<file path="src/rtl/branch_resolve_unit_pkg.sv">
// rtl/branch_resolve_unit_pkg.sv - Shared opcodes, func3 encoding and immediate decoders
package branch_resolve_unit_pkg;

  localparam logic [6:0] OPC_BRANCH = 7'h63;
  localparam logic [6:0] OPC_JAL    = 7'h6F;
  localparam logic [6:0] OPC_JALR   = 7'h67;

  typedef enum logic [2:0] {
    F3_BEQ  = 3'd0,
    F3_BNE  = 3'd1,
    F3_RSV2 = 3'd2,
    F3_RSV3 = 3'd3,
    F3_BLT  = 3'd4,
    F3_BGE  = 3'd5,
    F3_BLTU = 3'd6,
    F3_BGEU = 3'd7
  } func3_e;

  typedef struct packed {
    logic taken;
    logic redirect;
    logic misalign;
    logic illegal;
  } res_flags_t;

  // All immediates come back sign-extended to 32 bits; callers widen to XLEN.
  function automatic logic [31:0] imm_b(input logic [31:0] ir);
    return {{19{ir[31]}}, ir[31], ir[7], ir[30:25], ir[11:8], 1'b0};
  endfunction

  function automatic logic [31:0] imm_j(input logic [31:0] ir);
    return {{11{ir[31]}}, ir[31], ir[19:12], ir[20], ir[30:21], 1'b0};
  endfunction

  function automatic logic [31:0] imm_i(input logic [31:0] ir);
    return {{20{ir[31]}}, ir[31:20]};
  endfunction

endpackage

</file>
<file path="src/rtl/branch_resolve_unit_if.sv">
// rtl/branch_resolve_unit_if.sv - Instruction request, result and statistics bus
interface branch_resolve_unit_if #(
  parameter int XLEN  = 32,
  parameter int CNT_W = 16
);
  logic              iVALID;
  logic              oREADY;
  logic [31:0]       iIR;
  logic [XLEN-1:0]   iPC;
  logic [XLEN-1:0]   iREG_OUT1;
  logic [XLEN-1:0]   iREG_OUT2;
  logic              iPRED_TAKEN;
  logic [XLEN-1:0]   iPRED_TARGET;
  logic [4:0]        oRS1;
  logic [4:0]        oRS2;
  logic              oVALID;
  logic              iREADY;
  logic              oTAKEN;
  logic              oREDIRECT;
  logic              oMISALIGN;
  logic              oILLEGAL;
  logic [XLEN-1:0]   oNEXT_PC;
  logic [XLEN-1:0]   oLINK;
  logic              iCNT_CLR;
  logic [CNT_W-1:0]  oBR_CNT;
  logic [CNT_W-1:0]  oMISP_CNT;

  modport master (
    output iVALID, iIR, iPC, iREG_OUT1, iREG_OUT2, iPRED_TAKEN, iPRED_TARGET,
    output iREADY, iCNT_CLR,
    input  oREADY, oRS1, oRS2, oVALID, oTAKEN, oREDIRECT, oMISALIGN, oILLEGAL,
    input  oNEXT_PC, oLINK, oBR_CNT, oMISP_CNT
  );

  modport slave (
    input  iVALID, iIR, iPC, iREG_OUT1, iREG_OUT2, iPRED_TAKEN, iPRED_TARGET,
    input  iREADY, iCNT_CLR,
    output oREADY, oRS1, oRS2, oVALID, oTAKEN, oREDIRECT, oMISALIGN, oILLEGAL,
    output oNEXT_PC, oLINK, oBR_CNT, oMISP_CNT
  );

endinterface

</file>
<file path="src/rtl/branch_cmp.sv">
// rtl/branch_cmp.sv - Combinational branch condition evaluation selected by func3
module branch_cmp
  import branch_resolve_unit_pkg::*;
#(
  parameter int XLEN = 32
) (
  input  func3_e           func3,
  input  logic [XLEN-1:0]  rs1,
  input  logic [XLEN-1:0]  rs2,
  output logic             cond,
  output logic             legal
);

  logic eq;
  logic lt_s;
  logic lt_u;

  assign eq   = (rs1 == rs2);
  assign lt_s = ($signed(rs1) < $signed(rs2));
  assign lt_u = (rs1 < rs2);

  // func3 2 and 3 are reserved: never taken, flagged illegal.
  always_comb begin
    cond  = 1'b0;
    legal = 1'b1;
    case (func3)
      F3_BEQ:  cond = eq;
      F3_BNE:  cond = !eq;
      F3_BLT:  cond = lt_s;
      F3_BGE:  cond = !lt_s;
      F3_BLTU: cond = lt_u;
      F3_BGEU: cond = !lt_u;
      default: legal = 1'b0;
    endcase
  end

endmodule

</file>
<file path="src/rtl/branch_resolve_unit.sv">
// rtl/branch_resolve_unit.sv - Resolves branch/JAL/JALR outcome against the front-end
// prediction, one registered result stage, saturating statistics counters.
module branch_resolve_unit
  import branch_resolve_unit_pkg::*;
#(
  parameter int XLEN  = 32,
  parameter int CNT_W = 16,
  parameter int C_EXT = 0
) (
  input  logic                 iCLK,
  input  logic                 iRST_N,
  branch_resolve_unit_if.slave bus
);

  localparam bit CHECK_WORD_ALIGN = (C_EXT == 0);

  logic [6:0]       opcode;
  func3_e           func3;
  logic             is_branch;
  logic             is_jal;
  logic             is_jalr;

  logic [XLEN-1:0]  imm_b_x;
  logic [XLEN-1:0]  imm_j_x;
  logic [XLEN-1:0]  imm_i_x;
  logic [XLEN-1:0]  pc_plus4;
  logic [XLEN-1:0]  jalr_sum;
  logic [XLEN-1:0]  target;

  logic             cond_met;
  logic             f3_legal;
  logic             taken;
  logic             illegal;
  logic             misalign;
  logic             pred_wrong;
  logic             redirect;
  logic             ctrl_legal;

  logic             ready;
  logic             fire;
  logic             valid_q;
  res_flags_t       flags_q;
  logic [XLEN-1:0]  next_pc_q;
  logic [XLEN-1:0]  link_q;
  logic [CNT_W-1:0] br_cnt;
  logic [CNT_W-1:0] misp_cnt;

  assign opcode    = bus.iIR[6:0];
  assign func3     = func3_e'(bus.iIR[14:12]);
  assign is_branch = (opcode == OPC_BRANCH);
  assign is_jal    = (opcode == OPC_JAL);
  assign is_jalr   = (opcode == OPC_JALR);

  assign bus.oRS1  = bus.iIR[19:15];
  assign bus.oRS2  = bus.iIR[24:20];

  assign imm_b_x   = XLEN'($signed(imm_b(bus.iIR)));
  assign imm_j_x   = XLEN'($signed(imm_j(bus.iIR)));
  assign imm_i_x   = XLEN'($signed(imm_i(bus.iIR)));
  assign pc_plus4  = bus.iPC + XLEN'(4);
  assign jalr_sum  = bus.iREG_OUT1 + imm_i_x;

  branch_cmp #(
    .XLEN (XLEN)
  ) u_cmp (
    .func3 (func3),
    .rs1   (bus.iREG_OUT1),
    .rs2   (bus.iREG_OUT2),
    .cond  (cond_met),
    .legal (f3_legal)
  );

  always_comb begin
    target = bus.iPC + imm_b_x;
    if (is_jal) begin
      target = bus.iPC + imm_j_x;
    end else if (is_jalr) begin
      target = {jalr_sum[XLEN-1:1], 1'b0};
    end
  end

  assign taken      = is_jal || is_jalr || (is_branch && f3_legal && cond_met);
  assign illegal    = is_branch && !f3_legal;
  assign ctrl_legal = is_jal || is_jalr || (is_branch && f3_legal);
  // target[0] can never be set, so only bit 1 matters for word alignment.
  assign misalign   = CHECK_WORD_ALIGN && taken && target[1];
  assign pred_wrong = (taken != bus.iPRED_TAKEN) ||
                      (taken && bus.iPRED_TAKEN && (target != bus.iPRED_TARGET));
  assign redirect   = pred_wrong && !misalign && !illegal;

  assign ready      = !valid_q || bus.iREADY;
  assign fire       = bus.iVALID && ready;
  assign bus.oREADY = ready;

  always_ff @(posedge iCLK) begin
    if (!iRST_N) begin
      valid_q   <= 1'b0;
      flags_q   <= '0;
      next_pc_q <= '0;
      link_q    <= '0;
    end else if (fire) begin
      valid_q           <= 1'b1;
      flags_q.taken     <= taken;
      flags_q.redirect  <= redirect;
      flags_q.misalign  <= misalign;
      flags_q.illegal   <= illegal;
      next_pc_q         <= taken ? target : pc_plus4;
      link_q            <= pc_plus4;
    end else if (bus.iREADY) begin
      valid_q <= 1'b0;
    end
  end

  // Clear wins over a same-cycle increment; both counters stick at all-ones.
  always_ff @(posedge iCLK) begin
    if (!iRST_N || bus.iCNT_CLR) begin
      br_cnt   <= '0;
      misp_cnt <= '0;
    end else begin
      if (fire && ctrl_legal && (br_cnt != '1)) begin
        br_cnt <= br_cnt + CNT_W'(1);
      end
      if (fire && redirect && (misp_cnt != '1)) begin
        misp_cnt <= misp_cnt + CNT_W'(1);
      end
    end
  end

  assign bus.oVALID    = valid_q;
  assign bus.oTAKEN    = flags_q.taken;
  assign bus.oREDIRECT = flags_q.redirect;
  assign bus.oMISALIGN = flags_q.misalign;
  assign bus.oILLEGAL  = flags_q.illegal;
  assign bus.oNEXT_PC  = next_pc_q;
  assign bus.oLINK     = link_q;
  assign bus.oBR_CNT   = br_cnt;
  assign bus.oMISP_CNT = misp_cnt;

endmodule
</file>
<file path="src/flat_wrapper.sv">
// flat-port wrapper written by rule: the top's interface ports become plain ports
module branch_resolve_unit_flat import branch_resolve_unit_pkg::*;
#(
  parameter int XLEN  = 32,
  parameter int CNT_W = 16,
  parameter int C_EXT = 0
)
  (iCLK, iRST_N, bus_iVALID, bus_iIR, bus_iPC, bus_iREG_OUT1, bus_iREG_OUT2, bus_iPRED_TAKEN, bus_iPRED_TARGET, bus_iREADY, bus_iCNT_CLR, bus_oREADY, bus_oRS1, bus_oRS2, bus_oVALID, bus_oTAKEN, bus_oREDIRECT, bus_oMISALIGN, bus_oILLEGAL, bus_oNEXT_PC, bus_oLINK, bus_oBR_CNT, bus_oMISP_CNT);
  branch_resolve_unit_if #(.XLEN(XLEN), .CNT_W(CNT_W)) bus_i ();
  input  logic iCLK;
  input  logic iRST_N;
  input wire logic [$bits(bus_i.iVALID)-1:0] bus_iVALID;
  input wire logic [$bits(bus_i.iIR)-1:0] bus_iIR;
  input wire logic [$bits(bus_i.iPC)-1:0] bus_iPC;
  input wire logic [$bits(bus_i.iREG_OUT1)-1:0] bus_iREG_OUT1;
  input wire logic [$bits(bus_i.iREG_OUT2)-1:0] bus_iREG_OUT2;
  input wire logic [$bits(bus_i.iPRED_TAKEN)-1:0] bus_iPRED_TAKEN;
  input wire logic [$bits(bus_i.iPRED_TARGET)-1:0] bus_iPRED_TARGET;
  input wire logic [$bits(bus_i.iREADY)-1:0] bus_iREADY;
  input wire logic [$bits(bus_i.iCNT_CLR)-1:0] bus_iCNT_CLR;
  output wire logic [$bits(bus_i.oREADY)-1:0] bus_oREADY;
  output wire logic [$bits(bus_i.oRS1)-1:0] bus_oRS1;
  output wire logic [$bits(bus_i.oRS2)-1:0] bus_oRS2;
  output wire logic [$bits(bus_i.oVALID)-1:0] bus_oVALID;
  output wire logic [$bits(bus_i.oTAKEN)-1:0] bus_oTAKEN;
  output wire logic [$bits(bus_i.oREDIRECT)-1:0] bus_oREDIRECT;
  output wire logic [$bits(bus_i.oMISALIGN)-1:0] bus_oMISALIGN;
  output wire logic [$bits(bus_i.oILLEGAL)-1:0] bus_oILLEGAL;
  output wire logic [$bits(bus_i.oNEXT_PC)-1:0] bus_oNEXT_PC;
  output wire logic [$bits(bus_i.oLINK)-1:0] bus_oLINK;
  output wire logic [$bits(bus_i.oBR_CNT)-1:0] bus_oBR_CNT;
  output wire logic [$bits(bus_i.oMISP_CNT)-1:0] bus_oMISP_CNT;
  assign bus_i.iVALID = bus_iVALID;
  assign bus_i.iIR = bus_iIR;
  assign bus_i.iPC = bus_iPC;
  assign bus_i.iREG_OUT1 = bus_iREG_OUT1;
  assign bus_i.iREG_OUT2 = bus_iREG_OUT2;
  assign bus_i.iPRED_TAKEN = bus_iPRED_TAKEN;
  assign bus_i.iPRED_TARGET = bus_iPRED_TARGET;
  assign bus_i.iREADY = bus_iREADY;
  assign bus_i.iCNT_CLR = bus_iCNT_CLR;
  assign bus_oREADY = bus_i.oREADY;
  assign bus_oRS1 = bus_i.oRS1;
  assign bus_oRS2 = bus_i.oRS2;
  assign bus_oVALID = bus_i.oVALID;
  assign bus_oTAKEN = bus_i.oTAKEN;
  assign bus_oREDIRECT = bus_i.oREDIRECT;
  assign bus_oMISALIGN = bus_i.oMISALIGN;
  assign bus_oILLEGAL = bus_i.oILLEGAL;
  assign bus_oNEXT_PC = bus_i.oNEXT_PC;
  assign bus_oLINK = bus_i.oLINK;
  assign bus_oBR_CNT = bus_i.oBR_CNT;
  assign bus_oMISP_CNT = bus_i.oMISP_CNT;
  branch_resolve_unit #(.XLEN(XLEN), .CNT_W(CNT_W), .C_EXT(C_EXT)) u_core (.iCLK(iCLK), .iRST_N(iRST_N), .bus(bus_i));
endmodule
</file>
<file path="config.mk">
export PLATFORM = sky130hd
export DESIGN_NAME = branch_resolve_unit_flat
export DESIGN_NICKNAME = d
export VERILOG_FILES = /design/src/rtl/branch_resolve_unit_pkg.sv /design/src/rtl/branch_resolve_unit_if.sv /design/src/rtl/branch_cmp.sv /design/src/rtl/branch_resolve_unit.sv /design/src/flat_wrapper.sv
export SDC_FILE = /design/constraint.sdc
export NUM_CORES = 1
export LEC_CHECK = 0
export BUFFER_PORTS_ARGS = -buffer_cell sky130_fd_sc_hd__buf_2
export CAP_MARGIN = 20
export CORE_ASPECT_RATIO = 1.4
export CORE_UTILIZATION = 29
export DETAILED_ROUTE_END_ITERATION = 10
export SKIP_CTS_REPAIR_TIMING = 1
export SYNTH_ARGS = -nofsm -noshare
export SYNTH_HDL_FRONTEND = slang
export SYNTH_SLANG_ARGS = --single-unit
</file>
<file path="constraint.sdc">
create_clock -name iCLK -period 6.1 [get_ports iCLK]
set_clock_uncertainty 0.05 [all_clocks]
set_input_delay 0.61 -clock iCLK [delete_from_list [all_inputs] [get_ports iCLK]]
set_output_delay 0.61 -clock iCLK [all_outputs]
set_load 0.02 [all_outputs]
</file>
Yosys cells after proc, flatten, opt, wreduce, memory -nomap -nowiden

Index checks and enable logic that the tools add are counted.

$add $sub $neg: 6
$lt $le $gt $ge: 2
Equality and inequality tests: 13
Multiplexer cells: 7
Reduce and logical (&&, ||, !) cells: 30

Operator list:

| cell                                           | count |
|---|---|
| adder 32 bit                                   | 3 |
| two-way mux 32 bit                             | 3 |
| less-than comparator 32 bit                    | 2 |
| adder 16 x 1 -> 16 bit (second input constant) | 2 |
| adder 32 x 3 -> 32 bit (second input constant) | 1 |
| == test 32 bit                                 | 1 |
| != test 16 bit (second input constant)         | 2 |
| != test 32 bit                                 | 1 |
| == test 7 bit (second input constant)          | 3 |
| logical AND 1 bit                              | 13 |
| == test 3 bit (second input constant)          | 4 |
| zero test 1 bit                                | 8 |
| logical OR 1 bit                               | 6 |
| one-hot mux 1 bit (6 select lines)             | 1 |
| OR reduction 6 bit                             | 1 |
| == test 3 x 1 -> 1 bit (second input constant) | 1 |
| zero test 3 bit                                | 1 |
| two-way mux 1 bit                              | 3 |
| nonzero test 2 bit                             | 1 |
| != test 1 bit                                  | 1 |

Bits in registers: 101
Input bits: 166
Output and inout bits: 112
Word-level logic and storage cells: 67

Longest topological paths before layout

Depth after elaboration: 13
Mapped depth: 26
Gate-level depth less buffers: 23

Modules after synthesis

Synthesis repeated with hierarchy kept, for this count alone.

Cells, all modules: 1700
Area, all modules: 12236.7 um^2

Modules (own cells, without submodules):

| module              | instances | cells each | area an instance (um^2) | seq. area each (um^2) |
|---|---|---|---|---|
| branch_resolve_unit | 1         | 1578       | 11368.4                 | 2021.9 |
| branch_cmp          | 1         | 122        | 868.3                   | 0.0 |

Least setup slack after synthesis

OpenSTA, ideal clock, no wires.

Kind: input to register
Start point: input bus_iREG_OUT2[31]
End point: register u_core.misp_cnt[10] (netlist: u_core.bus.oMISP_CNT[10])
Library setup time: 71 ps
Arrival time: 5439 ps
Required time: 5979 ps
Path slack: 541 ps
Cell stages on the path: 26
Path buffers: 3
Cells stage by stage: inv_1 ha_1 nand4_1 nor4_2 inv_1 nor4_1 o21ai_1 a31oi_1 a21oi_1 mux2_2 a211oi_2 inv_1 clkbuf_1 ha_1 a21oi_1 nand4_1 a211o_1 nor4b_1 nand4_1 or4_4 nor4_4 a31o_4 buf_6 buf_6 o31ai_1 a21oi_1

Cells in the longest elaborated chain, start to end: 12
Elaborated cells between the ends (all ways): 19
Classes of those cells: 2 x order compare; 2 x eq/ne; 1 x mux; 14 x reduce/logical

RTL lines:

| element                                             | line                                                 | text |
|---|---|---|
| start, declared                                     | flat_wrapper.sv:16                                   | `input wire logic [$bits(bus_i.iREG_OUT2)-1:0] bus_iREG_OUT2;` |
| less-than comparator 32 bit (tied with other cells) | branch_cmp.sv:20                                     | `assign lt_u = (rs1 < rs2);` |
| zero test 1 bit (on tied branches)                  | branch_cmp.sv:32, branch_cmp.sv:28, branch_cmp.sv:30 |  |
| one-hot mux 1 bit (6 select lines) *                | branch_cmp.sv:26                                     | `case (func3)` |
| logical AND 1 bit *                                 | branch_resolve_unit.sv:82                            | `assign taken = is_jal \|\| is_jalr \|\| (is_branch && f3_legal && cond_met);` |
| logical OR 1 bit *                                  | branch_resolve_unit.sv:82                            |  |
| via u_core.taken                                    | branch_resolve_unit.sv:32                            | `logic taken;` |
| logical AND 1 bit (2 in series)                     | branch_resolve_unit.sv:88                            | `(taken && bus.iPRED_TAKEN && (target != bus.iPRED_TARGET));` |
| logical OR 1 bit                                    | branch_resolve_unit.sv:87                            | `assign pred_wrong = (taken != bus.iPRED_TAKEN) \|\|` |
| logical AND 1 bit * (2 in series)                   | branch_resolve_unit.sv:89                            | `assign redirect = pred_wrong && !misalign && !illegal;` |
| logical AND 1 bit * (2 in series)                   | branch_resolve_unit.sv:123                           | `if (fire && redirect && (misp_cnt != '1)) begin` |
| end signal, assigned                                | branch_resolve_unit.sv:124                           | `misp_cnt <= misp_cnt + CNT_W'(1);` |
| end, declared                                       | branch_resolve_unit.sv:46                            | `logic [CNT_W-1:0] misp_cnt;` |

The timed path passes the listed nets; every way through them passes the cells marked *.
A chain may end at the register's enable or synchronous reset.

Worst setup path in the final report

Start point: input bus_iREG_OUT1[31]
End point: register u_core.misp_cnt[3] (netlist: u_core.bus.oMISP_CNT[3])

Cells in the longest elaborated chain, start to end: 12
Elaborated cells between the ends (all ways): 23
Classes of those cells: 1 x add/sub; 2 x order compare; 3 x eq/ne; 3 x mux; 14 x reduce/logical

RTL lines:

| element                                                              | line                       | text |
|---|---|---|
| start, declared                                                      | flat_wrapper.sv:15         | `input wire logic [$bits(bus_i.iREG_OUT1)-1:0] bus_iREG_OUT1;` |
| parallel branches: the longest is 8 deep, another holds adder 32 bit | -                          |  |
| logical AND 1 bit * (2 in series)                                    | branch_resolve_unit.sv:89  |  |
| logical AND 1 bit * (2 in series)                                    | branch_resolve_unit.sv:123 |  |

Every way passes the cells marked *.

==> impl_table.tex <==
\begin{tabular}{lr}
\hline
Metric & Value \\
\hline
\multicolumn{2}{l}{\textbf{Synth}} \\
Net count after synthesis & 1,929 \\
Average cell area after synthesis & 7.23 sq um \\
Fraction of the mapped netlist area in compound gates & 29.0\% \\
Register bit total from synthesis & 101 \\
Area share of xor/xnor cells in the synthesized design & 10.3\% \\
Area of the mapped netlist & 11,900 sq um \\
Yosys warning total & 0 \\
Post-synthesis adder-cell area fraction & 11.9\% \\
Synth top area cells & dfxtp\_1 17\%, ha\_1 11\%, a21oi\_1 6.5\%, nand2\_1 6.0\%, xor2\_1 5.3\% \\
Post-synth EDFFs & 0 \\
Count of cell types in the netlist & 94 \\
Multiplexer area fraction after synthesis & 1.69\% \\
Share of synthesized area occupied by flip-flops and latches & 16.9\% \\
Fraction of synthesized cell area taken by the top area cell type & 16.9\% \\
Simple-gate share of the synthesized area & 24.1\% \\
Predominant post-synthesis flop cell & dfxtp\_1 \\
Main combinational cell family by area after synthesis & compound AO/OA/AOI/OAI gates \\
Top-count cell post-synth & nand2\_1 \\
Proportion of register bits with asynchronous set or reset after synthesis & 0\% \\
Commonest cells in the netlist & 190 x nand2\_1, 156 x a21oi\_1, 149 x nor2\_1 \\
Gate count of the mapped netlist & 1,651 \\
Post-synth top area cell & dfxtp\_1 \\
\multicolumn{2}{l}{\textbf{Worst setup path}} \\
Buffers and inverters on the worst path & 5 \\
Category of cells accounting for the largest share of critical-path delay & simple AND/OR/NAND/NOR gates \\
Slowest library cell on the worst path & or4\_4 \\
R2R Path End & u\_core.bus.oMISP\_CNT[3]\$\_SDFFE\_PP0P\_ \\
Stages on the worst setup path & 25 \\
Last element of the critical path & u\_core.bus.oMISP\_CNT[3]\$\_SDFFE\_PP0P\_ \\
Slowest Stage Delay on Critical Path & 0.59 ns \\
Critical Path Sink Type & flop \\
Start point of the critical path & bus\_iREG\_OUT1[31] \\
Flop-to-flop setup slack & 3.24 ns \\
Path depth of the worst reg2reg path & 8 \\
Required @ worst endpoint & 6.29 ns \\
CP Class & in -> reg \\
Worst reg2reg path startpoint & u\_core.bus.oVALID\$\_SDFFE\_PN0P\_ \\
Max FO, Critical Path & 12 \\
Startpoint types & primary input \\
Data arrival, critical path & 5.96 ns \\
\multicolumn{2}{l}{\textbf{Pwr}} \\
Clock group share of total power & 23.6\% \\
Cell Pwr Density & 175 nW/um\^{}2 \\
Fraction of power spent switching nets & 41.6\% \\
Worst-case vdd ir drop & 120 uV \\
Net switching power & 1.02 mW \\
Combinational fraction of design power & 47.6\% \\
Fraction of power consumed by sequential logic & 28.8\% \\
Leakage power total & 6.19 nW \\
Internal Dissipation & 1.44 mW \\
\multicolumn{2}{l}{\textbf{CTS}} \\
Clk Latency, worst-skew pair & 0.36 ns \\
Clock transition at path regs & 0.06 ns \\
CTS Buf Count & 9 \\
Maximum level of the CTS H-tree & 3 \\
CTS tree & yes \\
Number of sinks on the clock net & 101 \\
Bufs on Longest Clock Path & 2 \\
Root buf cell & clkbuf\_16 \\
\multicolumn{2}{l}{\textbf{GRT}} \\
GRT Util Overall & 22.4\% \\
Vias in the first global route & 13,000 \\
Largest net degree at the start of global routing & 100 \\
Remaining global-route overflow & 0 \\
Initial antenna violation count & 6 \\
First-pass GRT wire length & 73,900 um \\
\multicolumn{2}{l}{\textbf{Status}} \\
Result of the run & completed \\
\multicolumn{2}{l}{\textbf{Detailed routing}} \\
Drt pass-1 iters & 5 \\
Final ANT Viol Nets & 0 \\
Avg Vias per Cell & 5.52 \\
First-iteration detailed-routing DRC count & 718 \\
Vias & 13,300 \\
Final WL & 48,700 um \\
\# DRC & 0 \\
Wirelength per Cell & 20.2 um \\
\multicolumn{2}{l}{\textbf{Layout}} \\
Layout net count & 2,143 \\
Area of all placed cells without fillers & 14,100 sq um \\
Final non-filler cell total & 2,409 \\
Number of fill cells in the layout & 4,391 \\
Syn-to-layout area delta & 17.9\% \\
Proportion of layout cells with a drive suffix above 1 & 19.8\% \\
\multicolumn{2}{l}{\textbf{Timing}} \\
Time the final worst path needs with I/O delays and setup & 5.77 ns \\
Number of endpoints failing setup at the final stage & 0 \\
Slew headroom & 37.0\% \\
Worst hold slack & 0.401 ns \\
Final critical-path share of the clock period & 94.6\% \\
Unrepaired setup endpoints after global routing & yes \\
Transition time at the pin with the least slew margin & 0.945 ns \\
Final hold violation count & 0 \\
Achievable Freq & 173 MHz \\
Max-slew violation count & 0 \\
\multicolumn{2}{l}{\textbf{Hold path}} \\
Hold Path Cell Cnt & 2 \\
HP Class & reg -> reg \\
\multicolumn{2}{l}{\textbf{Die}} \\
Die height & 242 um \\
Standard-cell row count & 87 \\
Initial core utilization & 29.6\% \\
Core area & 40,400 sq um \\
Width of the die & 173 um \\
Num ports & 278 \\
Die Footprint & 42,000 sq um \\
\multicolumn{2}{l}{\textbf{Flow run}} \\
Max-capacitance violation count & 0 \\
\multicolumn{2}{l}{\textbf{Place}} \\
DPL Wire Length & 40,300 um \\
Weighted congestion at the end of routability-driven global placement & 0.934 \\
Number of buffer cells added on primary ports & 277 \\
Post-placement cell count & 2,387 \\
Area post-placement & 13,700 sq um \\
\hline
\end{tabular}
## kinds of logic after synthesis
group / after synthesis
and+or+nand+nor: 598
adders and majority gates: 112
AOI/OAI and AO/OA: 512
xor gates and xnor gates: 139
muxes: 20
DFF: 101
buffers and inverters: 169
## layout make-up
class	count	area (sq um)	share of cell area, %
repair buffers	307	1610	11.4
inverters	64	240	1.71
diodes	6	15.0	0.107
well taps	534	668	4.75
clock inverters	6	62.6	0.444
flip-flops and latches	101	2020	14.4
multi-input cells	1382	9230	65.6
clock buffers	9	225	1.60
## metrics by stage
step | setup WS [ns] | total power, mW | setup TNS, ns | utilization (%)
after global routing | -0.0238 | 2.62 | -0.0650 | 34.9
after global placement | 0.0444 | 1.87 | 0 | 34.0
after CTS | 0.157 | 2.47 | 0 | 34.7
after floorplan | 0.541 | 1.49 | 0 | -
final | 0.330 | 2.46 | 0 | 34.9
after detailed placement | -0.204 | 1.88 | -2.69 | 34.0
## how the worst min path moves through the flow
| stage | from | end | slack (ns) |
|---|---|---|---|
| after floorplan | u_core.bus.oNEXT_PC[11]$_SDFFE_PN0P_ | u_core.bus.oNEXT_PC[11]$_SDFFE_PN0P_ | 0.48 |
| after global placement | u_core.bus.oNEXT_PC[11]$_SDFFE_PN0P_ | u_core.bus.oNEXT_PC[11]$_SDFFE_PN0P_ | 0.39 |
| after detailed placement | u_core.bus.oNEXT_PC[13]$_SDFFE_PN0P_ | u_core.bus.oNEXT_PC[13]$_SDFFE_PN0P_ | 0.40 |
| after CTS | u_core.bus.oNEXT_PC[13]$_SDFFE_PN0P_ | u_core.bus.oNEXT_PC[13]$_SDFFE_PN0P_ | 0.41 |
| after global routing | u_core.bus.oNEXT_PC[23]$_SDFFE_PN0P_ | u_core.bus.oNEXT_PC[23]$_SDFFE_PN0P_ | 0.42 |
| final | u_core.bus.oNEXT_PC[31]$_SDFFE_PN0P_ | u_core.bus.oNEXT_PC[31]$_SDFFE_PN0P_ | 0.40 |
## state kept, by name, summed over array words and instances (netlist names)
signal,count
u_core.bus.oBR_CNT,16
u_core.bus.oILLEGAL,1
u_core.bus.oLINK,32
u_core.bus.oMISALIGN,1
u_core.bus.oMISP_CNT,16
u_core.bus.oNEXT_PC,32
u_core.bus.oREDIRECT,1
u_core.bus.oTAKEN,1
u_core.bus.oVALID,1
## worst reg2reg max path, stage by stage, from the launching register on
cell	delay, ns
dfxtp_1	0.32
nand2b_1	0.14
nand2_1	0.08
buf_4	0.27
a31oi_1	0.36
o221ai_1	0.46
a31o_2	0.47
or4_1	0.48
a21oi_1	0.15
## placed cells by master, fill, tap and decap left out, types with 7 or more instances in the layout
master,count
buf_2,277
a21oi_1,156
and2_1,12
o21a_1,17
a31oi_1,19
or3_1,12
ha_1,109
and4_1,9
nand2b_1,11
nor2b_1,10
o2111ai_1,8
dfxtp_1,101
xnor2_1,66
nand3_1,58
o221ai_1,9
o21ai_1,12
clkbuf_16,9
a21o_1,42
or4_1,11
nor3_1,28
a221oi_1,9
mux2i_1,19
nor2_1,149
and3_1,24
inv_1,61
o211ai_1,18
o21bai_1,8
nor4_1,8
nand2_1,190
nand4_1,48
a211oi_1,46
o31ai_1,17
xor2_1,72
buf_4,30
o21ai_0,71
or2_2,7
## power groups by stage
stage	Combinational, mW	Sequential, mW	Clock, mW
4_1_cts	1.16	0.710	0.593
2_1_floorplan	0.729	0.762	0
3_5_place_dp	1.16	0.726	0
3_3_place_gp	1.15	0.724	0
6_report	1.17	0.709	0.580
5_1_grt	1.28	0.713	0.623
## routing by layer
layer	GRT usage (%)	wire length, um	vias to the layer above
met5	0	0	-
met4	11.6	2170	0
met3	2.70	2780	95
met2	39.4	23800	483
met1	26.5	19900	6244
li1	-	-	6481
No activity file was read; power rests on OpenSTA's default activity.
